--- src/rtl/cpu_pkg.sv ---
// Shared definitions for the instruction sequencer: FSM state encoding,
// opcode constants, branch-type codes and small opcode classifiers.
package cpu_pkg;

  typedef enum logic [2:0] {
    ST_IDLE   = 3'd0,
    ST_FETCH  = 3'd1,
    ST_DECODE = 3'd2,
    ST_EXEC   = 3'd3,
    ST_MEM    = 3'd4,
    ST_WB     = 3'd5,
    ST_FAULT  = 3'd6
  } state_t;

  localparam logic [4:0] OP_LD      = 5'd16;
  localparam logic [4:0] OP_ST      = 5'd17;
  localparam logic [4:0] OP_BZ      = 5'd18;
  localparam logic [4:0] OP_BNZ     = 5'd19;
  localparam logic [4:0] OP_JMP     = 5'd20;
  localparam logic [4:0] OP_JMR     = 5'd21;
  localparam logic [4:0] OP_NOP_MIN = 5'd22;

  localparam logic [1:0] BR_BZ  = 2'b00;
  localparam logic [1:0] BR_BNZ = 2'b01;
  localparam logic [1:0] BR_JMP = 2'b10;
  localparam logic [1:0] BR_JMR = 2'b11;

  function automatic logic is_mem_op(input logic [4:0] op);
    return (op == OP_LD) || (op == OP_ST);
  endfunction

  function automatic logic is_branch_op(input logic [4:0] op);
    return (op >= OP_BZ) && (op <= OP_JMR);
  endfunction

  // Opcodes 22..31 are reserved and behave as NOP (no register write).
  function automatic logic is_nop_op(input logic [4:0] op);
    return (op >= OP_NOP_MIN);
  endfunction

endpackage

--- src/rtl/branch_unit.sv ---
// Combinational branch-target computation. Conditional branches fall
// through to pc+1 when not taken; all arithmetic wraps at 16 bits.
module branch_unit
  import cpu_pkg::*;
(
  input  logic [1:0]  br_type,
  input  logic        zero,
  input  logic [15:0] pc,
  input  logic [15:0] im_offset,
  input  logic [15:0] jmr_target,
  output logic [15:0] target
);

  logic [15:0] rel_target;
  logic [15:0] seq_target;

  assign rel_target = pc + im_offset;
  assign seq_target = pc + 16'd1;

  // Select the next PC according to the branch type and zero flag.
  always_comb begin
    target = seq_target;
    case (br_type)
      BR_BZ: begin
        if (zero) target = rel_target;
        else      target = seq_target;
      end
      BR_BNZ: begin
        if (!zero) target = rel_target;
        else       target = seq_target;
      end
      BR_JMP:  target = rel_target;
      BR_JMR:  target = jmr_target;
      default: target = seq_target;
    endcase
  end

endmodule

--- src/rtl/pc_sequencer.sv ---
// Instruction sequencer: fetch / decode / execute / memory / write-back FSM
// owning the program counter and instruction register.
// Optional feature macro: SEQ_TIMEOUT_EN -- when defined, a wait counter in
// FETCH and MEM sends the FSM to a sticky FAULT state after TIMEOUT_CYC
// cycles without an ack. When undefined, waits are unbounded and fault=0.
module pc_sequencer
  import cpu_pkg::*;
#(
  parameter logic [15:0] RESET_PC    = 16'h0000,
  parameter int          TIMEOUT_CYC = 15
) (
  input  logic        clk,
  input  logic        rst,
  input  logic        run,
  output logic        imem_req,
  output logic [15:0] imem_addr,
  input  logic        imem_ack,
  input  logic [31:0] imem_rdata,
  output logic [31:0] ir,
  input  logic [1:0]  br_type,
  input  logic [15:0] im_offset,
  input  logic        load_en,
  input  logic        write_en,
  input  logic        zero,
  input  logic [15:0] jmr_target,
  output logic        dmem_req,
  input  logic        dmem_ack,
  output logic        reg_we,
  output logic        dmem_we,
  output logic [15:0] pc,
  output logic        busy,
  output logic        fault
);

  state_t      state;
  state_t      next_state;
  logic [4:0]  opcode;
  logic [15:0] br_target;
  logic        timeout_hit;

  assign opcode    = ir[31:27];
  assign imem_addr = pc;

  branch_unit u_branch_unit (
    .br_type    (br_type),
    .zero       (zero),
    .pc         (pc),
    .im_offset  (im_offset),
    .jmr_target (jmr_target),
    .target     (br_target)
  );

`ifdef SEQ_TIMEOUT_EN
  logic [15:0] wait_cnt;

  assign timeout_hit = (wait_cnt == 16'(TIMEOUT_CYC - 1));

  // Count consecutive cycles spent waiting for an ack in FETCH or MEM.
  always_ff @(posedge clk) begin
    if (rst) begin
      wait_cnt <= 16'd0;
    end else if (((state == ST_FETCH) || (state == ST_MEM)) && (next_state == state)) begin
      wait_cnt <= wait_cnt + 16'd1;
    end else begin
      wait_cnt <= 16'd0;
    end
  end
`else
  assign timeout_hit = 1'b0;
`endif

  // State register; reset wins over every other input.
  always_ff @(posedge clk) begin
    if (rst) state <= ST_IDLE;
    else     state <= next_state;
  end

  // Next-state logic. run is only consulted in IDLE, WB and branch EXEC.
  always_comb begin
    next_state = state;
    case (state)
      ST_IDLE: begin
        if (run) next_state = ST_FETCH;
        else     next_state = ST_IDLE;
      end
      ST_FETCH: begin
        if (imem_ack)         next_state = ST_DECODE;
        else if (timeout_hit) next_state = ST_FAULT;
        else                  next_state = ST_FETCH;
      end
      ST_DECODE: next_state = ST_EXEC;
      ST_EXEC: begin
        if (is_mem_op(opcode))         next_state = ST_MEM;
        else if (is_branch_op(opcode)) next_state = run ? ST_FETCH : ST_IDLE;
        else                           next_state = ST_WB;
      end
      ST_MEM: begin
        if (dmem_ack)         next_state = ST_WB;
        else if (timeout_hit) next_state = ST_FAULT;
        else                  next_state = ST_MEM;
      end
      ST_WB:    next_state = run ? ST_FETCH : ST_IDLE;
      ST_FAULT: next_state = ST_FAULT;
      default:  next_state = ST_IDLE;
    endcase
  end

  // PC and instruction register updates: load IR on fetch ack, redirect PC
  // on a branch in EXEC, advance PC in WB.
  always_ff @(posedge clk) begin
    if (rst) begin
      pc <= RESET_PC;
      ir <= 32'd0;
    end else begin
      case (state)
        ST_FETCH: begin
          if (imem_ack) ir <= imem_rdata;
        end
        ST_EXEC: begin
          if (is_branch_op(opcode)) pc <= br_target;
        end
        ST_WB:   pc <= pc + 16'd1;
        default: begin
          pc <= pc;
          ir <= ir;
        end
      endcase
    end
  end

  // Moore-style outputs decoded from the current state.
  always_comb begin
    imem_req = 1'b0;
    dmem_req = 1'b0;
    dmem_we  = 1'b0;
    reg_we   = 1'b0;
    busy     = 1'b1;
    fault    = 1'b0;
    case (state)
      ST_IDLE:   busy = 1'b0;
      ST_FETCH:  imem_req = 1'b1;
      ST_DECODE: busy = 1'b1;
      ST_EXEC:   busy = 1'b1;
      ST_MEM: begin
        dmem_req = 1'b1;
        dmem_we  = write_en;
      end
      ST_WB:     reg_we = load_en & ~is_nop_op(opcode);
      ST_FAULT: begin
        busy  = 1'b0;
        fault = 1'b1;
      end
      default:   busy = 1'b0;
    endcase
  end

endmodule

--- config.mk ---
export PLATFORM = sky130hd
export DESIGN_NAME = pc_sequencer
export DESIGN_NICKNAME = d
export VERILOG_FILES = /design/src/rtl/cpu_pkg.sv /design/src/rtl/branch_unit.sv /design/src/rtl/pc_sequencer.sv
export SDC_FILE = /design/constraint.sdc
export NUM_CORES = 1
export LEC_CHECK = 0
export BUFFER_PORTS_ARGS = -buffer_cell sky130_fd_sc_hd__clkbuf_2
export CAP_MARGIN = 20
export CORE_MARGIN = 2
export CORE_UTILIZATION = 54
export CTS_CLUSTER_SIZE = 25
export DETAILED_ROUTE_END_ITERATION = 16
export GPL_TIMING_DRIVEN = 0
export PLACE_DENSITY = 0.86
export SETUP_SLACK_MARGIN = 0.05
export SYNTH_ARGS = -nofsm -noshare
export SYNTH_HDL_FRONTEND = slang
export SYNTH_SLANG_ARGS = --single-unit
--- constraint.sdc ---
create_clock -name clk -period 5.5 [get_ports clk]
set_input_delay 0.825 -clock clk [delete_from_list [all_inputs] [get_ports clk]]
set_output_delay 0.825 -clock clk [all_outputs]
set_load 0.01 [all_outputs]
==> results_dict.tcl, run 1 <==
set metrics [dict create \
    synthMuxAreaShare 0.0224 \
    worstHoldPathType "reg -> reg" \
    max_freq_ghz 0.361 \
    synth_xor_area_frac 0.0594 \
    drive_gt1_frac 0.302 \
    htreeDepth 2 \
    antenna_found_initial 0 \
    avgRoutedWirePerCell_microns 15.0 \
    fp.dieH_microns 86.6 \
    end_kind "output port" \
    cp_data_arrival_time_ps 1940 \
    grt_usage 0.286 \
    areaGrowthSynthToFinish_pct 24.6 \
    synth_cells 493 \
    power_switching_uw 252 \
    ant_nets 0 \
    fillCellCount 578 \
    p_comb_frac 0.210 \
    place_area_sq_um 4500 \
    grt_max_degree 19 \
    yosysUniqueCellTypes 61 \
    grt_overflow 0 \
    p_int_uw 547 \
    critical_path_class "reg -> out" \
    synth_top_family_by_area "compound AO/OA/AOI/OAI gates" \
    drv_cap 0 \
    ios 144 \
    pwr-share-seq 0.492 \
    startpoint_type "flop" \
    switching_share 0.316 \
    rsz0062_at_grt "false" \
    die-area_sq_um 7500 \
    async_flop_share 0 \
    clock_latency_ps 310 \
    instances_no_fill 723 \
    cts_made_buffers 5 \
    final_util 0.687 \
    post_cts_buffers 0 \
    powerDensity_nw_per_um2 174 \
    drcViolationCount 0 \
    clockBufferDepth 2 \
    drt-pass1-iter-count 5 \
    cts_resized 0 \
    tightest_slew_ps 705 \
    path_max_fanout 10 \
    synthTopCellsByArea "dfxtp_1, a21oi_1, nand2_1, ha_1, o21ai_0" \
    syn_area_sq_um 3690 \
    worst_clock_skew_ps 9.63 \
    required_ps 4680 \
    cts_tree "done" \
    dp_cells 715 \
    viasPerCell 5.81 \
    grt_pass1_vias 3952 \
    hold-worst-slack_ps 463 \
    clockRootBuffer "clkbuf_8" \
    n_antenna_cell 0 \
    grt_pass1_wl_microns 17600 \
    yosys_warnings 0 \
    fin_tns_setup_ps 0 \
    drt_wl_total_microns 10900 \
    final.period_utilization 0.503 \
    power_frac_clock 0.298 \
    slew_violations 0 \
    ctsHoldBuffers 0 \
    status "finished clean" \
    clkTransAtPathRegs_ps 110 \
    gp_congestion 0.894 \
    io_buffers 142 \
    via_count 4199 \
    clock-sinks 51 \
    period_minus_slack_ps 2770 \
    synth_flop_cell "dfxtp_1" \
    max_slew_margin 0.529 \
    die_w_microns 86.6 \
    synth_simple_gate_area_frac 0.243 \
    synth_top_area_cell "dfxtp_1" \
    seq_area_frac_synth 0.277 \
    synth_seq_cells 51 \
    layout.nets 733 \
    setup_viol 0 \
    synth_compound_area_frac 0.263 \
    coreArea_sq_um 6680 \
    design_area_sq_um 4590 \
    drt_iter0_markers 294 \
    yosysMostFrequentCell "nand2_1" \
    vdd_drop_max_mv 0.196 \
    synthTopCellsByCount "nand2_1, a21oi_1, dfxtp_1" \
    yosysTopAreaCellShare 0.277 \
    dpl.hpwl_microns 8590 \
    syn_nets 584 \
    total_leakage_power_uw 0.00210 \
    synthAdderAreaFrac 0.0597 \
    avgSynthCellArea_sq_um 7.48 \
    row_count 30 \
    synth_enable_flop_cells 0 \
    start_util 0.552 \
    hold_violations 0 \
]
==> flip-flops by register name, summed over array words and instances (netlist names) <==
signal	cells
ir	32
imem_addr	16
state	3
==> layout make-up <==
| type | count | area, sq um | area share |
|---|---|---|---|
| Buffer | 44 | 245 | 0.0534 |
| Clock buffer | 5 | 68.8 | 0.0150 |
| Clock inverter | 3 | 27.5 | 0.00599 |
| Inverter | 9 | 33.8 | 0.00735 |
| Multi-Input combinational cell | 389 | 2390 | 0.519 |
| Sequential cell | 51 | 1020 | 0.222 |
| Tap cell | 80 | 100 | 0.0218 |
| Timing Repair Buffer | 142 | 711 | 0.155 |
==> cell families (layout without fill, tap and decap cells) <==
kind of cell | count (synthesis) | after routing
buf+inv | 53 | 203
flops | 51 | 51
compound gates | 154 | 154
mux | 8 | 8
fa+ha+maj | 17 | 17
xor+xnor | 25 | 25
simple gates | 185 | 185
==> power groups by stage <==
stage               registers [uW]  logic, uW  clock network, uW
floorplan                      405       93.1                  0
global placement               401        161                  0
detailed placement             401        166                  0
CTS                            393        167                237
global route                   395        187                247
finish                         393        168                238
==> placed cells by master (no fill, tap or decap), drive strengths merged, types with 2 or more instances in the layout <==
master   netlist  routed
buf           28      28
xnor2         17      17
nor3b          4       4
clkbuf        16     163
or2            3       3
inv            9      10
nor4           6       6
a2111oi        4       4
a2bb2oi        2       2
a21o           5       5
nand4          5       5
nand3b         2       2
and4           3       3
a221oi        11      11
nand2         92      92
a21oi         69      69
mux2           2       2
a41oi          3       3
o21ai         31      31
and2           5       5
or3            2       2
o31ai          3       3
and3           5       5
nand3         14      14
ha            16      16
xor2           8       8
mux2i          6       6
a31oi          8       8
o21a           4       4
dfxtp         51      51
nor3          10      10
nor2          29      29
a311oi         4       4
a211o          2       2
nand2b         3       3
==> through the flow <==
step / setup WS, ps / power (uW)
floorplan: 2940 / 498
global placement: 2570 / 562
detailed placement: 2520 / 568
global route: 2620 / 828
CTS: 2770 / 797
finish: 2730 / 799
==> per-layer routing <==
metal | vias up | wire length, microns | global-route usage
met1 | 1908 | 4350 | 0.337
met2 | 216 | 5390 | 0.515
met3 | 21 | 930 | 0.0619
li1 | 2054 | - | -
met5 | - | 0 | 0
met4 | 0 | 184 | 0.0866
==> worst max-delay path, stage by stage, from the launching register on <==
cell      delay [ps]
dfxtp_1          340
buf_2            190
and3_1           250
clkbuf_1         460
nand2_1          110
a21oi_1          140
clkbuf_2         150
==> worst paths after layout <==
kind	startpoint	end	slack (ps)	depth (start not counted)
worst max register to register	imem_addr[0]	imem_addr[14]	2850	8
worst max-delay path	state[2]	reg_we	2730	6
worst min-delay path	ir[5]	ir[5]	460	2
worst min register to register	ir[5]	ir[5]	460	2
No activity file was read; power rests on OpenSTA's default activity.
==> run 2: changes to the inputs <==
Settings changed: CORE_UTILIZATION 54 to 50, PLACE_DENSITY 0.86 to 0.81.
Clock period 5.5 ns to 2.8 ns, I/O delays scaled along.
==> run 2 against run 1 <==
Compared with the run above:
- critical path depth grew 2
- non-clock buffer count unchanged
- via count fell by 0.60%
- clock skew about the same
- core utilization shrank 4.6 points
- routed wire length rose by 2.8%
- sequential share of layout area decreased by 0.15 points
==> results_dict.tcl, run 2 (synthesis gave the netlist of run 1 again) <==
set metrics [dict create \
    grt_pass1_wl_microns 18200 \
    grt_overflow 0 \
    setup_viol 0 \
    htreeDepth 2 \
    largest_reg_flops 32 \
    viasPerCell 5.63 \
    drt_wl_total_microns 11200 \
    drt_iter0_markers 303 \
    start_util 0.511 \
    cts_made_buffers 5 \
    io_buffers 142 \
    row_count 31 \
    die_w_microns 89.9 \
    grt_usage 0.267 \
    max_slew_margin 0.498 \
    n_antenna_cell 0 \
    max_freq_ghz 0.389 \
    die-area_sq_um 8070 \
    path_max_fanout 10 \
    p_total_uw 1590 \
    final.period_utilization 0.917 \
    cp_slowest_cell "fa_1" \
    cts_tree "done" \
    fp.dieH_microns 89.9 \
    drcViolationCount 0 \
    vdd_drop_max_mv 0.343 \
    crit_path_start "imem_addr[0]" \
    critical_path_class "reg -> reg" \
    crit_buf_inv 0 \
    ant_nets 0 \
    status "finished clean" \
    regMostFlops "ir" \
    startpoint_type "flop" \
    drt-pass1-iter-count 6 \
    via_count 4174 \
    layout_common_cells "clkbuf_2, nand2_1, a21oi_1, dfxtp_1, o21ai_0" \
    worst_clock_skew_ps 9.20 \
    clockRootBuffer "clkbuf_8" \
    fin_tns_setup_ps 0 \
    cp_data_arrival_time_ps 2820 \
    avgRoutedWirePerCell_microns 15.0 \
    dpl.hpwl_microns 8400 \
    critPathMaxStageDelay_ps 410 \
    crit_chain "ha_1 > fa_1 > a21o_1 > a221oi_4 > o31ai_1 > nor4_1 > a41oi_1 > a31oi_1" \
    grt_max_degree 19 \
    layout_commonest_cell "clkbuf_2" \
    areaGrowthSynthToFinish_pct 25.6 \
    clock-sinks 51 \
    total_leakage_power_uw 0.00210 \
    worstHoldPathType "in -> reg" \
    min_from "imem_rdata[20]" \
    antenna_found_initial 0 \
    ctsHoldBuffers 0 \
    clkTransAtPathRegs_ps 120 \
    drv_cap 0 \
    clock_latency_ps 320 \
    r2r-start "imem_addr[0]" \
    crit_family "compound AO/OA/AOI/OAI gates" \
    tightest_slew_ps 746 \
    end_kind "flop" \
    rsz0062_at_grt "false" \
    grt_pass1_vias 3908 \
    clockBufferDepth 2 \
    coreArea_sq_um 7210 \
    period_minus_slack_ps 2570 \
    drive_gt1_frac 0.303 \
    gp_congestion 0.975 \
    ios 144 \
    fillCellCount 697 \
    required_ps 3050 \
    powerDensity_nw_per_um2 343 \
    slew_violations 0 \
    hold_violations 0 \
    layout.nets 733 \
]
[run 2: cell types whose count changed in the layout (fill, tap and decap cells not counted)]
cell and change:
a221oi_2 -1, a221oi_4 +1, clkinv_4 -1, dfxtp_1 -1
dfxtp_2 +1, inv_6 +1
[run 2: metal layers]
| metal | global-route usage | wire [microns] |
|---|---|---|
| met1 | 0.336 | 4680 |
| met2 | 0.445 | 5190 |
| met3 | 0.0704 | 1040 |
| met4 | 0.0923 | 242 |
| met5 | 0 | 0 |
[run 2: where the power goes]
group | switching [uW] | internal [uW]
Combinational | 195 | 137
Clock | 300 | 186
Sequential | 18.7 | 752
[run 2: worst register-to-register path: stages, from the launching register on]
cell and delay, ps:
dfxtp_2 400, ha_1 260, fa_1 410, a21o_1 250, a221oi_4 390, o31ai_1 220
nor4_1 350, a41oi_1 80, a31oi_1 150
[run 2: worst paths after layout]
| path | to | slack, ps | depth (start not counted) |
|---|---|---|---|
| setup / recovery | imem_addr[14] | 230 | 8 |
| hold / removal | ir[20] | 310 | 3 |
| hold reg to reg | ir[8] | 460 | 2 |
| setup reg to reg | imem_addr[14] | 230 | 8 |
[run 2: what timing repair did]
action	4_1_cts	5_1_grt
endpoints found under the setup margin	0	2
resized for setup	0	2
setup buffers	0	0
[run 2: through the flow]
stage                     cells  utilization  hold WS (ps)  cell area, sq um  setup WS (ps)
final                       742        0.642           306              4630            233
after global routing        742        0.642           308              4630           69.6
after CTS                   742        0.640           306              4620            163
after detailed placement    734        0.627           446              4520            162
after global placement      734        0.627           441              4520            208
after floorplan             493            -           481              3690            608
[run 2: final cells by class]
type	count	area [sq um]	share of cell area
multi-input cells	389	2400	0.518
flip-flops and latches	51	1020	0.221
repair buffers	142	711	0.154
plain buffers	44	245	0.0530
well taps	99	124	0.0268
clock buffers	5	68.8	0.0149
inverters	9	33.8	0.00730
clock inverters	3	27.5	0.00595
